### config.mk
export PLATFORM = sky130hd
export DESIGN_NAME = sync_shfifo_ext
export DESIGN_NICKNAME = d
export VERILOG_FILES = /design/src/rtl/sync_shfifo_ext.sv
export SDC_FILE = /design/constraint.sdc
export NUM_CORES = 1
export LEC_CHECK = 0
export CORE_UTILIZATION = 35
export CTS_BUF_LIST = sky130_fd_sc_hd__clkbuf_8
export DETAILED_ROUTE_END_ITERATION = 10
export PLACE_DENSITY_LB_ADDON = 0.08
export SLEW_MARGIN = 10
export SYNTH_ARGS = -nofsm -noshare
export SYNTH_HDL_FRONTEND = slang
export SYNTH_SLANG_ARGS = --single-unit
### constraint.sdc
create_clock -name clk -period 10.7 [get_ports clk]
set_input_delay 2.14 -clock clk [delete_from_list [all_inputs] [get_ports clk]]
set_output_delay 2.14 -clock clk [all_outputs]
set_load 0.05 [all_outputs]
### src/rtl/sync_shfifo_ext.sv
// Synchronous show-ahead FIFO with arbitrary depth, optional overwrite-oldest overflow,
// runtime almost-empty/almost-full thresholds, level-peak watermark and sticky error flags.
module sync_shfifo_ext #(
    parameter int FIFO_WIDTH = 32,
    parameter int FIFO_DEPTH = 6,
    parameter int OVF_MODE   = 0,
    parameter int PTR_W      = $clog2(FIFO_DEPTH),
    parameter int CNT_W      = $clog2(FIFO_DEPTH + 1)
) (
    input  logic                  clk,
    input  logic                  rst,
    input  logic                  fifo_wen,
    input  logic [FIFO_WIDTH-1:0] fifo_wdat,
    input  logic                  fifo_ren,
    input  logic [CNT_W-1:0]      ae_thr,
    input  logic [CNT_W-1:0]      af_thr,
    input  logic                  err_clr,
    input  logic                  peak_clr,
    output logic [FIFO_WIDTH-1:0] fifo_rdat,
    output logic                  fifo_empty,
    output logic                  fifo_full,
    output logic                  fifo_aempty,
    output logic                  fifo_afull,
    output logic [CNT_W-1:0]      fifo_rcnt,
    output logic [CNT_W-1:0]      fifo_wcnt,
    output logic [CNT_W-1:0]      fifo_peak,
    output logic                  fifo_ovf_drop,
    output logic                  fifo_wr_full_err,
    output logic                  fifo_rd_empty_err
);

    localparam logic [CNT_W-1:0] DEPTH_C  = CNT_W'(FIFO_DEPTH);
    localparam logic [PTR_W-1:0] LAST_PTR = PTR_W'(FIFO_DEPTH - 1);
    localparam logic             OVW_EN   = (OVF_MODE != 0);

    logic [FIFO_WIDTH-1:0] r_mem [0:FIFO_DEPTH-1];
    logic [PTR_W-1:0]      r_wr_ptr;
    logic [PTR_W-1:0]      r_rd_ptr;
    logic [CNT_W-1:0]      r_level;
    logic [CNT_W-1:0]      r_peak;
    logic                  r_ovf_drop;
    logic                  r_wr_err;
    logic                  r_rd_err;

    logic                  w_empty;
    logic                  w_full;
    logic                  w_rd_ok;
    logic                  w_wr_ok;
    logic                  w_ovw;
    logic                  w_wr_err_set;
    logic                  w_rd_err_set;
    logic                  w_rd_adv;
    logic [CNT_W-1:0]      w_next_level;
    logic [CNT_W-1:0]      w_next_peak;

    // Wrap at FIFO_DEPTH-1 explicitly so non-power-of-two depths work.
    function automatic logic [PTR_W-1:0] ptr_inc(input logic [PTR_W-1:0] p);
        return (p == LAST_PTR) ? '0 : p + PTR_W'(1);
    endfunction

    function automatic logic [CNT_W-1:0] cnt_max(input logic [CNT_W-1:0] a,
                                                 input logic [CNT_W-1:0] b);
        return (a > b) ? a : b;
    endfunction

    assign w_empty = (r_level == '0);
    assign w_full  = (r_level == DEPTH_C);

    always_comb begin
        w_rd_ok      = fifo_ren & ~w_empty;
        w_ovw        = 1'b0;
        w_wr_err_set = 1'b0;
        w_wr_ok      = fifo_wen;
        if (w_full && fifo_wen && !fifo_ren) begin
            // Full without a pop: either overwrite the oldest entry or refuse.
            if (OVW_EN) begin
                w_ovw = 1'b1;
            end else begin
                w_wr_ok      = 1'b0;
                w_wr_err_set = 1'b1;
            end
        end
        w_rd_err_set = fifo_ren & w_empty;
        w_rd_adv     = w_rd_ok | w_ovw;

        w_next_level = r_level;
        if (w_wr_ok && !w_rd_ok && !w_ovw) begin
            w_next_level = r_level + CNT_W'(1);
        end else if (w_rd_ok && !w_wr_ok) begin
            w_next_level = r_level - CNT_W'(1);
        end

        w_next_peak = peak_clr ? w_next_level : cnt_max(r_peak, w_next_level);
    end

    always_ff @(posedge clk) begin
        if (rst) begin
            for (int i = 0; i < FIFO_DEPTH; i++) begin
                r_mem[i] <= '0;
            end
            r_wr_ptr   <= '0;
            r_rd_ptr   <= '0;
            r_level    <= '0;
            r_peak     <= '0;
            r_ovf_drop <= 1'b0;
            r_wr_err   <= 1'b0;
            r_rd_err   <= 1'b0;
        end else begin
            if (w_wr_ok) begin
                r_mem[r_wr_ptr] <= fifo_wdat;
                r_wr_ptr        <= ptr_inc(r_wr_ptr);
            end
            if (w_rd_adv) begin
                r_rd_ptr <= ptr_inc(r_rd_ptr);
            end
            r_level    <= w_next_level;
            r_peak     <= w_next_peak;
            r_ovf_drop <= w_ovw;
            // A new error in the same cycle as err_clr must survive the clear.
            r_wr_err   <= w_wr_err_set | (r_wr_err & ~err_clr);
            r_rd_err   <= w_rd_err_set | (r_rd_err & ~err_clr);
        end
    end

    assign fifo_rdat         = r_mem[r_rd_ptr];
    assign fifo_empty        = w_empty;
    assign fifo_full         = w_full;
    assign fifo_aempty       = (r_level <= ae_thr);
    assign fifo_afull        = (r_level >= af_thr);
    assign fifo_rcnt         = r_level;
    assign fifo_wcnt         = DEPTH_C - r_level;
    assign fifo_peak         = r_peak;
    assign fifo_ovf_drop     = r_ovf_drop;
    assign fifo_wr_full_err  = r_wr_err;
    assign fifo_rd_empty_err = r_rd_err;

endmodule

==> flow_summary.json <==
{
  "detailed_place.area_sq_um": 13300,
  "post-route-period-util": 0.592,
  "max_slew_margin": 0.219,
  "synth.yosys.warnings": 0,
  "numPortBuffers": 90,
  "synth.cell_area_sq_um": 11900,
  "die_w_microns": 186,
  "cts-htree-levels": 2,
  "final-hold-violation-count": 0,
  "area_delta_synth_final_pct": 18.5,
  "synthFlopType": "sky130_fd_sc_hd__edfxtp_1",
  "final-max-slew-violation-count": 0,
  "avgRoutedWirePerCell_microns": 20.6,
  "global_route.usage.met2": 0.293,
  "synth_seq_cells": 273,
  "core_region_area_sq_um": 33400,
  "clkSlewWorstSetupHoldPaths_ns": 0.05,
  "cts_max_path_buffers": 3,
  "layout_commonest_cell": "sky130_fd_sc_hd__edfxtp_1",
  "final.min_clock_period_ns": 6.34,
  "outcome": "complete, no violations",
  "postCtsResizedCells": 0,
  "route.final.wire_length_microns": 27800,
  "ioPinCount": 92,
  "number_of_global_route_vias_before_repair": 7528,
  "global_route.usage.met3": 0.0295,
  "seq_area_frac_synth": 0.675,
  "fin_tns_setup_ns": 0,
  "globalplace.congestion": 0.732,
  "power_leakage_nw": 5.03,
  "worst_setup_path_start_kind": "input pin",
  "async_reset_ff_frac": 0,
  "powerDensity_nw_per_um2": 184,
  "std_cell_rows": 67,
  "switching_power_w": 0.000739,
  "met1_usage": 0.205,
  "dieArea_sq_um": 34700,
  "synth_cell_types": 53,
  "fmax_mhz": 158,
  "global_route.usage.total": 0.166,
  "setup_viol_count_final": 0,
  "grt_overflow": 0,
  "antenna_cells": 0,
  "synth_instances": 757,
  "worstSkewPairLatency_ns": 0.55,
  "grt-busiest-layer": "met2",
  "grt_pass1_wl_microns": 43500,
  "initial_core_util": 0.356,
  "timing.critical_path.arrival_ns": 4.20,
  "grt_max_degree": 49,
  "vdd.ir_drop.worst_uv": 101,
  "critical_path_peak_fanout": 2,
  "synth.largest_area_cell": "sky130_fd_sc_hd__edfxtp_1",
  "cts.sinks": 273,
  "post_route_cells_drive_above_1_share": 0.234,
  "viasPerCell": 4.95,
  "final_nets": 922,
  "final_cell_mix": "256 x sky130_fd_sc_hd__edfxtp_1, 108 x sky130_fd_sc_hd__nor2_1, 90 x sky130_fd_sc_hd__clkdlybuf4s50_1",
  "critical_path_required_ns": 8.56,
  "routed_via_count": 6672,
  "share_of_power_burned_in_the_clock_network": 0.325,
  "tritoncts": "done",
  "antenna_violations_before_repair": 0,
  "drv.max_cap_violation_count": 0,
  "dr.pass1.iters": 4,
  "drc": 0,
  "drtIter0Drc": 379,
  "setup_skew_after_layout_ns": 0.0118,
  "clockRootBuffer": "sky130_fd_sc_hd__clkbuf_8",
  "synth_largest_type_area_fraction": 0.646,
  "rsz0062_at_grt": "false",
  "cts.repair_timing.setup_buffer_count": 0,
  "worstMarginPinSlew_ns": 1.17,
  "fin_area_sq_um": 14100,
  "cts_buffers": 49,
  "synth_nets": 814,
  "internal_power_w": 0.00185,
  "power.switching_fraction": 0.285,
  "cp-end-kind": "primary output",
  "post_synth.cell_area_avg_sq_um": 15.7,
  "min_path_type": "reg2reg",
  "dpl.hpwl_microns": 15100,
  "synth_area_leaders": "sky130_fd_sc_hd__edfxtp_1 65%, sky130_fd_sc_hd__mux4_2 12%, sky130_fd_sc_hd__nor2_1 3.4%",
  "die-height_microns": 186,
  "post_cts_hold_buffer_count": 0,
  "crit_type": "in2out",
  "comb_power_share": 0.192,
  "drt.antenna.violating_nets": 0,
  "sequentialPowerShare": 0.483,
  "synth_enable_flop_cells": 256
}
synth_stat cells, types with 5 or more instances:
master / n
sky130_fd_sc_hd__inv_1: 46
sky130_fd_sc_hd__and2_1: 35
sky130_fd_sc_hd__ha_1: 13
sky130_fd_sc_hd__dfxtp_1: 17
sky130_fd_sc_hd__mux4_2: 64
sky130_fd_sc_hd__mux2_2: 33
sky130_fd_sc_hd__nand2_1: 44
sky130_fd_sc_hd__buf_2: 13
sky130_fd_sc_hd__edfxtp_1: 256
sky130_fd_sc_hd__nor2_2: 19
sky130_fd_sc_hd__nor2_4: 10
sky130_fd_sc_hd__nor2b_1: 5
sky130_fd_sc_hd__a21oi_1: 8
sky130_fd_sc_hd__clkbuf_1: 27
sky130_fd_sc_hd__nor2_1: 108
flip-flops by register name, summed over array words and instances, names as in the netlist, named ones only:
name / cells
fifo_peak: 3
r_rd_ptr: 3
fifo_rcnt: 3
fifo_wr_full_err: 1
fifo_rd_empty_err: 1
r_wr_ptr: 3
r_mem: 256
final cells by class:
cell class                      count  area [sq um]
Fill cell                        3073         19300
Sequential cell                   273          8030
Multi-Input combinational cell    390          3480
Timing Repair Buffer              104          1010
Clock buffer                       50           688
Tap cell                          448           561
Inverter                           47           176
Clock inverter                     37           151
path summary, 6_finish.rpt:
path	from	endpoint	slack, ns	cells past startpoint
min reg2reg	r_rd_ptr[1]$_SDFFE_PP0N_	flip-flop	0.50	2
min	r_rd_ptr[1]$_SDFFE_PP0N_	flip-flop	0.50	2
max reg2reg	fifo_rcnt[0]$_SDFF_PP0_	r_mem[1][5]$_SDFFCE_PN0P_	7.09	8
max	ae_thr[1]	fifo_aempty	4.36	7
layer usage:
layer | share of wire | wire length, microns
met5 | 0 | 0
met4 | 0.021 | 594
met3 | 0.048 | 1340
met2 | 0.52 | 14400
met1 | 0.41 | 11500
per-stage QoR:
step	utilization	hold slack, ns	cells	worst slack [ns]	total power [W]
finish	0.422	0.505	1349	4.36	0.00259
floorplan	-	0.455	757	4.75	0.00162
global placement	0.396	0.463	1262	4.37	0.00177
CTS	0.422	0.503	1349	4.33	0.00264
detailed placement	0.396	0.495	1262	4.36	0.00178
global route	0.422	0.541	1349	4.23	0.00272
power by group through the flow:
stage	logic, W	registers, W	clock network, W
2_1_floorplan	0.000346	0.00127	0
3_3_place_gp	0.000503	0.00127	0
3_5_place_dp	0.000506	0.00127	0
4_1_cts	0.000509	0.00125	0.000878
5_1_grt	0.000534	0.00126	0.000925
6_report	0.000499	0.00125	0.000842
cells by family after synthesis:
kind of cell               Yosys count  share of synthesized area
AOI/OAI and AO/OA                   28                     0.0161
xor gates and xnor gates             3                    0.00221
adders and majority gates           13                     0.0137
buffers and inverters               94                     0.0345
DFF                                273                      0.675
muxes                               99                      0.154
other                                1                   0.000315
and+or+nand+nor                    246                      0.104
critical path, cell delays in order:
cell,delay [ns]
sky130_fd_sc_hd__clkdlybuf4s50_1,0.45
sky130_fd_sc_hd__inv_1,0.04
sky130_fd_sc_hd__ha_1,0.29
sky130_fd_sc_hd__nor2b_1,0.13
sky130_fd_sc_hd__o21a_1,0.15
sky130_fd_sc_hd__o21ai_0,0.15
sky130_fd_sc_hd__clkdlybuf4s50_1,0.84
No activity file was read; power rests on OpenSTA's default activity.
